### src/rtl/quickq_pkg.sv
`default_nettype none
// +------------------------------------------------------------------------+
// | Module   : quickq_pkg                                                  |
// | Purpose  : Shared constants for the quickq sorted-insert queue: key    |
// |            width, queue depth and the all-ones sentinel that marks an  |
// |            unused slot. Imported by the datapath, the storage and the  |
// |            external insert controller.                                 |
// | Revision : 1.0 - initial release                                       |
// +------------------------------------------------------------------------+
package quickq_pkg;

  localparam int DW    = 16;
  localparam int DEPTH = 16;

  // Largest representable key; also the "no entry here" marker, so it can
  // never be stored as a real key.
  localparam logic [DW-1:0] SENTINEL = '1;

endpackage : quickq_pkg
`default_nettype wire

### src/rtl/quickq_regfile.sv
`default_nettype none
// +------------------------------------------------------------------------+
// | Module   : quickq_regfile                                              |
// | Purpose  : Circular key storage for quickq. Logical slot k lives at    |
// |            physical entry (head + k) mod DEPTH.                        |
// | Ports    : clk, rst_n      - clock, synchronous active-low reset       |
// |            head, offset    - circular base and logical slot index      |
// |            we, wr_head     - write enable; write at head (1) or at     |
// |                              head+offset (0)                           |
// |            wdata           - write data                                |
// |            rdata           - entry at head+offset, SENTINEL past end   |
// |            head_data       - entry at head                             |
// | Revision : 1.0 - initial release                                       |
// +------------------------------------------------------------------------+
module quickq_regfile #(
  parameter int DW    = quickq_pkg::DW,
  parameter int DEPTH = quickq_pkg::DEPTH,
  localparam int AW   = $clog2(DEPTH),
  localparam int OW   = AW + 1
) (
  input  logic          clk,
  input  logic          rst_n,
  input  logic [AW-1:0] head,
  input  logic [OW-1:0] offset,
  input  logic          we,
  input  logic          wr_head,
  input  logic [DW-1:0] wdata,
  output logic [DW-1:0] rdata,
  output logic [DW-1:0] head_data
);
  import quickq_pkg::*;

  localparam logic [DW-1:0] c_sentinel = '1;
  localparam logic [OW-1:0] c_end      = OW'(DEPTH);

  logic [DW-1:0] r_mem [DEPTH];

  logic [AW-1:0] w_slot;
  logic          w_in_range;
  logic [AW-1:0] w_waddr;
  logic          w_wen;

  // DEPTH is a power of two, so the AW-bit add wraps modulo DEPTH for free.
  assign w_slot     = head + offset[AW-1:0];
  assign w_in_range = (offset != c_end);
  assign w_waddr    = wr_head ? head : w_slot;
  // A slot write past the last entry has nowhere to land and is dropped.
  assign w_wen      = we && (wr_head || w_in_range);

  always_ff @(posedge clk) begin
    if (!rst_n) begin
      for (int i = 0; i < DEPTH; i++) begin
        r_mem[i] <= c_sentinel;
      end
    end else if (w_wen) begin
      r_mem[w_waddr] <= wdata;
    end
  end

  assign rdata     = w_in_range ? r_mem[w_slot] : c_sentinel;
  assign head_data = r_mem[head];

endmodule : quickq_regfile
`default_nettype wire

### src/rtl/quickq_datapath.sv
`default_nettype none
// +------------------------------------------------------------------------+
// | Module   : quickq_datapath                                             |
// | Purpose  : Datapath of a sorted priority queue. An external controller |
// |            loads a key into temp, then walks the slots comparing and   |
// |            swapping until temp holds SENTINEL (slot found) or the walk |
// |            runs off the end (largest key discarded).                   |
// | Ports    : clk, rst_n      - clock, synchronous active-low reset       |
// |            din             - key to enqueue                            |
// |            we              - write temp into current slot             |
// |            regenb, regsel  - temp load; source din (1) / slot (0)      |
// |            countenb        - advance slot offset                       |
// |            deq             - pop smallest key                          |
// |            done, result    - walk finished / temp < slot key           |
// |            head_data       - smallest stored key                       |
// |            count, empty, full - occupancy                              |
// |            ovf             - sticky: a key was discarded               |
// |            deq_err         - one-cycle pulse: deq rejected             |
// | Revision : 1.0 - initial release                                       |
// +------------------------------------------------------------------------+
module quickq_datapath #(
  parameter int DW    = quickq_pkg::DW,
  parameter int DEPTH = quickq_pkg::DEPTH
) (
  input  logic                     clk,
  input  logic                     rst_n,
  input  logic [DW-1:0]            din,
  input  logic                     we,
  input  logic                     regenb,
  input  logic                     regsel,
  input  logic                     countenb,
  input  logic                     deq,
  output logic                     done,
  output logic                     result,
  output logic [DW-1:0]            head_data,
  output logic [$clog2(DEPTH):0]   count,
  output logic                     empty,
  output logic                     full,
  output logic                     ovf,
  output logic                     deq_err
);
  import quickq_pkg::*;

  localparam int AW = $clog2(DEPTH);
  localparam int OW = AW + 1;

  localparam logic [DW-1:0] c_sentinel = '1;
  localparam logic [OW-1:0] c_end      = OW'(DEPTH);

  logic [DW-1:0] r_temp;
  logic [AW-1:0] r_head;
  logic [OW-1:0] r_offset;
  logic [OW-1:0] r_count;
  logic          r_active;
  logic          r_ovf;
  logic          r_deq_err;

  logic [DW-1:0] w_rdata;
  logic          w_load;
  logic          w_at_end;
  logic          w_done;
  logic          w_full;
  logic          w_empty;
  logic          w_deq_ok;
  logic          w_rf_we;
  logic [DW-1:0] w_rf_wdata;

  assign w_load   = regenb && regsel;
  assign w_at_end = (r_offset == c_end);
  assign w_done   = (r_temp == c_sentinel) || w_at_end;
  assign w_full   = (r_count == c_end);
  assign w_empty  = (r_count == '0);

  // A pop is refused while an insert is walking or about to start, since
  // moving head would shift the logical slots under the walk.
  assign w_deq_ok = deq && !w_empty && !r_active && !regenb;

  // The single write port is shared: an accepted pop clears the head entry,
  // otherwise a slot write stores temp at head+offset.
  assign w_rf_we    = w_deq_ok || we;
  assign w_rf_wdata = w_deq_ok ? c_sentinel : r_temp;

  quickq_regfile #(
    .DW    (DW),
    .DEPTH (DEPTH)
  ) u_regfile (
    .clk       (clk),
    .rst_n     (rst_n),
    .head      (r_head),
    .offset    (r_offset),
    .we        (w_rf_we),
    .wr_head   (w_deq_ok),
    .wdata     (w_rf_wdata),
    .rdata     (w_rdata),
    .head_data (head_data)
  );

  always_ff @(posedge clk) begin
    if (!rst_n) begin
      r_temp    <= c_sentinel;
      r_head    <= '0;
      r_offset  <= '0;
      r_count   <= '0;
      r_active  <= 1'b0;
      r_ovf     <= 1'b0;
      r_deq_err <= 1'b0;
    end else begin
      if (w_load) begin
        r_temp   <= din;
        r_offset <= '0;
        r_active <= 1'b1;
        // When full the walk will push the largest key off the end, so the
        // occupancy stays at DEPTH.
        if ((din != c_sentinel) && !w_full) begin
          r_count <= r_count + OW'(1);
        end
      end else begin
        if (regenb) begin
          r_temp <= w_rdata;
        end
        if (countenb && !w_at_end) begin
          r_offset <= r_offset + OW'(1);
        end
        if (w_done) begin
          r_active <= 1'b0;
        end
        if (w_deq_ok) begin
          r_head  <= r_head + AW'(1);
          r_count <= r_count - OW'(1);
        end
      end

      // Walked past the last slot still holding a real key: it is lost.
      if (w_at_end && (r_temp != c_sentinel)) begin
        r_ovf <= 1'b1;
      end

      r_deq_err <= deq && !w_deq_ok;
    end
  end

  assign done    = w_done;
  assign result  = (r_temp < w_rdata);
  assign count   = r_count;
  assign empty   = w_empty;
  assign full    = w_full;
  assign ovf     = r_ovf;
  assign deq_err = r_deq_err;

endmodule : quickq_datapath
`default_nettype wire

### config.mk
export PLATFORM = sky130hd
export DESIGN_NAME = quickq_datapath
export DESIGN_NICKNAME = d
export VERILOG_FILES = /design/src/rtl/quickq_pkg.sv /design/src/rtl/quickq_regfile.sv /design/src/rtl/quickq_datapath.sv
export SDC_FILE = /design/constraint.sdc
export NUM_CORES = 1
export LEC_CHECK = 0
export BUFFER_PORTS_ARGS = -buffer_cell sky130_fd_sc_hd__buf_2
export CAP_MARGIN = 15
export CORE_MARGIN = 8
export CORE_UTILIZATION = 44
export CTS_BUF_LIST = sky130_fd_sc_hd__clkbuf_2 sky130_fd_sc_hd__clkbuf_4 sky130_fd_sc_hd__clkbuf_8
export DETAILED_ROUTE_END_ITERATION = 10
export GPL_TIMING_DRIVEN = 0
export SETUP_SLACK_MARGIN = 0.02
export SLEW_MARGIN = 20
export SYNTH_ARGS = -nofsm -noshare
export SYNTH_HDL_FRONTEND = slang
export SYNTH_SLANG_ARGS = --single-unit
### constraint.sdc
create_clock -name clk -period 4.9 [get_ports clk]
set_input_delay 0.98 -clock clk [delete_from_list [all_inputs] [get_ports clk]]
set_output_delay 0.98 -clock clk [all_outputs]
set_load 0.05 [all_outputs]
==> metrics.md <==
| Metric | Value |
|---|---|
| Run status | `finished, violations left` |
| Violated checks | `setup timing` |
| Async SR Flop Fraction | `0%` |
| Total power per unit cell area | `330 nW/um^2` |
| Final GP Congestion | `0.904` |
| Initial core utilization | `44.4%` |
| Critical path capture point type | `primary output` |
| Post-detailed-route DRC marker count | `0` |
| Ys Warns | `0` |
| Number of enable flip-flop cells after synthesis | `256` |
| Classification of the worst-slack hold path | `reg -> reg` |
| Standard cell with the maximum stage delay on the critical path | `fa_2` |
| Fraction of layout instances using a drive strength above 1 | `30.4%` |
| Pins over their slew limit | `0` |
| Layout overhead on the synthesized area | `14.6%` |
| Worst voltage drop across the vdd grid | `0.222 mV` |
| Shortest period the worst path allows | `5.24 ns` |
| Setup Viol. Count Final | `1` |
| Maximum count of clock buffers along a single path | `3` |
| Worst setup slack after placement | `-0.963 ns` |
| Tightest slew margin relative to the limit | `32.5%` |
| First-pass GRT wire length | `67000 um` |
| Worst reg2reg endpoint | `u_regfile.r_mem[0][4]` |
| Worst-case register-to-register setup slack | `1.24 ns` |
| Main flop type after synthesis | `edfxtp_1` |
| Reported leakage power | `0.00478 uW` |
| Detailed Route WL | `44000 um` |
| #FFs+latches synth | `293` |
| I/O Buffers | `48` |
| Max incr delay on CP | `0.64 ns` |
| Min Hold Slack | `0.474 ns` |
| Final-stage net count | `1332` |
| Die area | `41900 um^2` |
| RSZ-0062 raised after global routing | `true` |
| First DRT Iteration DRCs | `1046` |
| Syn Std Cell Area | `15700 um^2` |
| Endpoint, Worst Hold | `ovf` |
| Syn_nets | `1214` |
| Most common cell in the netlist | `nand2_1` |
| Cell variety after synth | `49` |
| Total routing usage reported by global routing | `21.2%` |
| Clock latency reported for the late side of the worst-skew pair | `0.62 ns` |
| Die height | `205 um` |
| Reg-to-Reg Start | `r_offset[0]` |
| Final hold viol count | `0` |
| Final critical-path setup slack | `-0.343 ns` |
| Core footprint | `35300 um^2` |
| CP Data Arrival Time | `4.26 ns` |
| Most frequent cells after synthesis | `nand2_1 (267), edfxtp_1 (256), mux4_2 (145)` |
| Vias post-DR | `10700` |
| First-pass DRT Iterations | `5` |
| Post-synthesis cell type with the largest combined area | `edfxtp_1` |
| Instance count along the most critical hold path | `1` |
| Period Utilization, post-route | `107%` |
| Ratio of routed vias to standard cells | `6.01` |
| Number of antenna-violating nets in the routed design | `0` |
| Worst reg2reg path depth | `8` |
| Synthesized instance count | `1165` |
| Total of max-cap violations | `0` |
| Overall die width | `205 um` |
| Number of antenna violations at the first check in global routing | `1` |
| Hold buffer count at cts | `0` |
| Clock sinks | `293` |
| Main area contributors after synthesis | `edfxtp_1 (49%), mux4_2 (21%), nand2_1 (6.4%), dfxtp_1 (4.7%), nand3_1 (2.1%)` |
| Row count | `69` |
| Clk slew on worst S/H paths | `0.06 ns` |
| Top-Level Pins | `50` |
| N_diodes | `0` |
| Critical Path, Cell by Cell | `ha_4 -> fa_2 -> buf_12 -> clkbuf_16 -> buf_6 -> mux4_2 -> nand3_2 -> nand3_2 -> a21oi_2 -> ha_1 -> a21oi_1 -> nor2b_1 -> o21ai_1 -> o211ai_1 -> a21o_1 -> a211oi_4 -> buf_6` |
| Average cell area after synthesis | `13.4 um^2` |
| Transition time at the pin with the least slew margin | `1.00 ns` |
| Via count of the first global-routing pass | `10700` |
| Routed WL per cell | `24.7 um` |
| CTS tree | `built` |
| Maximum operating frequency | `0.191 GHz` |
| Top fanout value on the critical path | `8` |
| Root buf cell | `clkbuf_8` |
| Pin count of the biggest net entering global routing | `17` |
| Clock tree skew after final layout | `0.0515 ns` |
| Clock buffers created by TritonCTS | `50` |
| Required time at the endpoint of the critical path | `3.92 ns` |
| H-tree Lvls | `2` |
| Hold wc startpoint | `ovf` |
| Portion of synthesized cell area occupied by the leading cell type | `49.1%` |
| Worst setup path category | `reg -> out` |
| Overflow after GRT | `0` |
| HPWL after DPL | `34100 um` |
| Startpoint types | `flip-flop` |
| Part of the Yosys area used for sequential elements | `53.8%` |
## routing by layer
metal  wire, um  GRT usage (%)
met5         17              0
met1      18200           28.2
met3       3130           3.68
met4        883           5.25
met2      21700           35.7
## cell usage in the layout, fill, tap and decap left out, types with 5 or more instances in the layout
cell type	instances
inv_1	22
buf_2	53
clkinv_2	5
edfxtp_1	256
buf_4	26
nand2_1	267
clkbuf_2	16
nand3_1	50
o21ai_0	45
buf_6	12
a21oi_1	30
clkbuf_8	52
xnor2_1	8
ha_1	22
clkbuf_4	18
nor2_1	29
nand3_2	13
and2_1	5
nand4_1	15
mux4_2	145
a21o_1	7
clkinv_1	13
o221ai_1	16
buf_1	7
nand2b_1	17
a21oi_2	10
nor3_4	16
and3_1	5
clkbuf_1	41
dfxtp_1	34
## sequential cells by signal, indices dropped and copies added (netlist names), named ones only
register	count
r_offset	5
ovf	1
r_temp	16
deq_err	1
r_head	4
count	5
r_active	1
u_regfile.r_mem	256
## critical path, delay by kind of cell (launching register included)
family	cells	cell delay, ns
AOI/OAI and AO/OA	6	1.01
adders and majority gates	3	1.07
buffers and inverters	4	0.63
DFF	1	0.35
muxes	1	0.35
and+or+nand+nor	3	0.26
## power by group
group	leakage (uW)	switching (uW)	total, uW	internal [uW]
Clock	0.000506	1010	2130	1120
Combinational	0.00221	645	1010	365
Sequential	0.00206	38.6	2790	2750
## how the worst max path moves through the flow
stage                            from     end  slack (ns)
after floorplan             r_head[0]  result        0.02
after global placement      r_head[0]  result       -0.90
after detailed placement    r_head[0]  result       -0.96
after CTS                 r_offset[0]  result       -0.35
after global routing      r_offset[0]  result       -0.49
final                     r_offset[0]  result       -0.34
## logic make-up (layout without fill, tap and decap cells)
family,Yosys count,in the layout,synth area share (%)
mux,147,147,21.0
flops,293,293,53.8
buf+inv,118,274,3.30
simple gates,435,435,13.3
fa+ha+maj,26,26,2.17
xor+xnor,16,16,1.13
compound gates,130,130,5.35
## through the flow
stage          cell area, um^2  setup TNS (ns)  util (%)  std cells  power (uW)
2_1_floorplan            15700               0         -       1165        3510
3_3_place_gp             16500          -0.904      46.7       1674        3760
3_5_place_dp             16500          -0.963      46.8       1675        3780
4_1_cts                  17800          -0.350      50.5       1779        5960
5_1_grt                  17900          -0.495      50.8       1782        6140
6_report                 17900          -0.343      50.8       1782        5930
## cell type report
cell class | count | area [um^2]
plain buffers | 96 | 603
clock inverters | 20 | 91.3
clock buffers | 70 | 851
repair buffers | 66 | 393
fillers | 3027 | 17400
multi-input cells | 754 | 6910
well taps | 461 | 577
inverters | 22 | 82.6
flip-flops and latches | 293 | 8440
## timing repair
| action | CTS | global route |
|---|---|---|
| setup endpoints to repair | 1 | 8 |
| pin swaps | 13 | 18 |
| resized for setup | 88 | 37 |
| buffers inserted | 14 | 3 |
| hold endpoints to repair | 0 | 0 |
(Power assumes the default switching activity.)
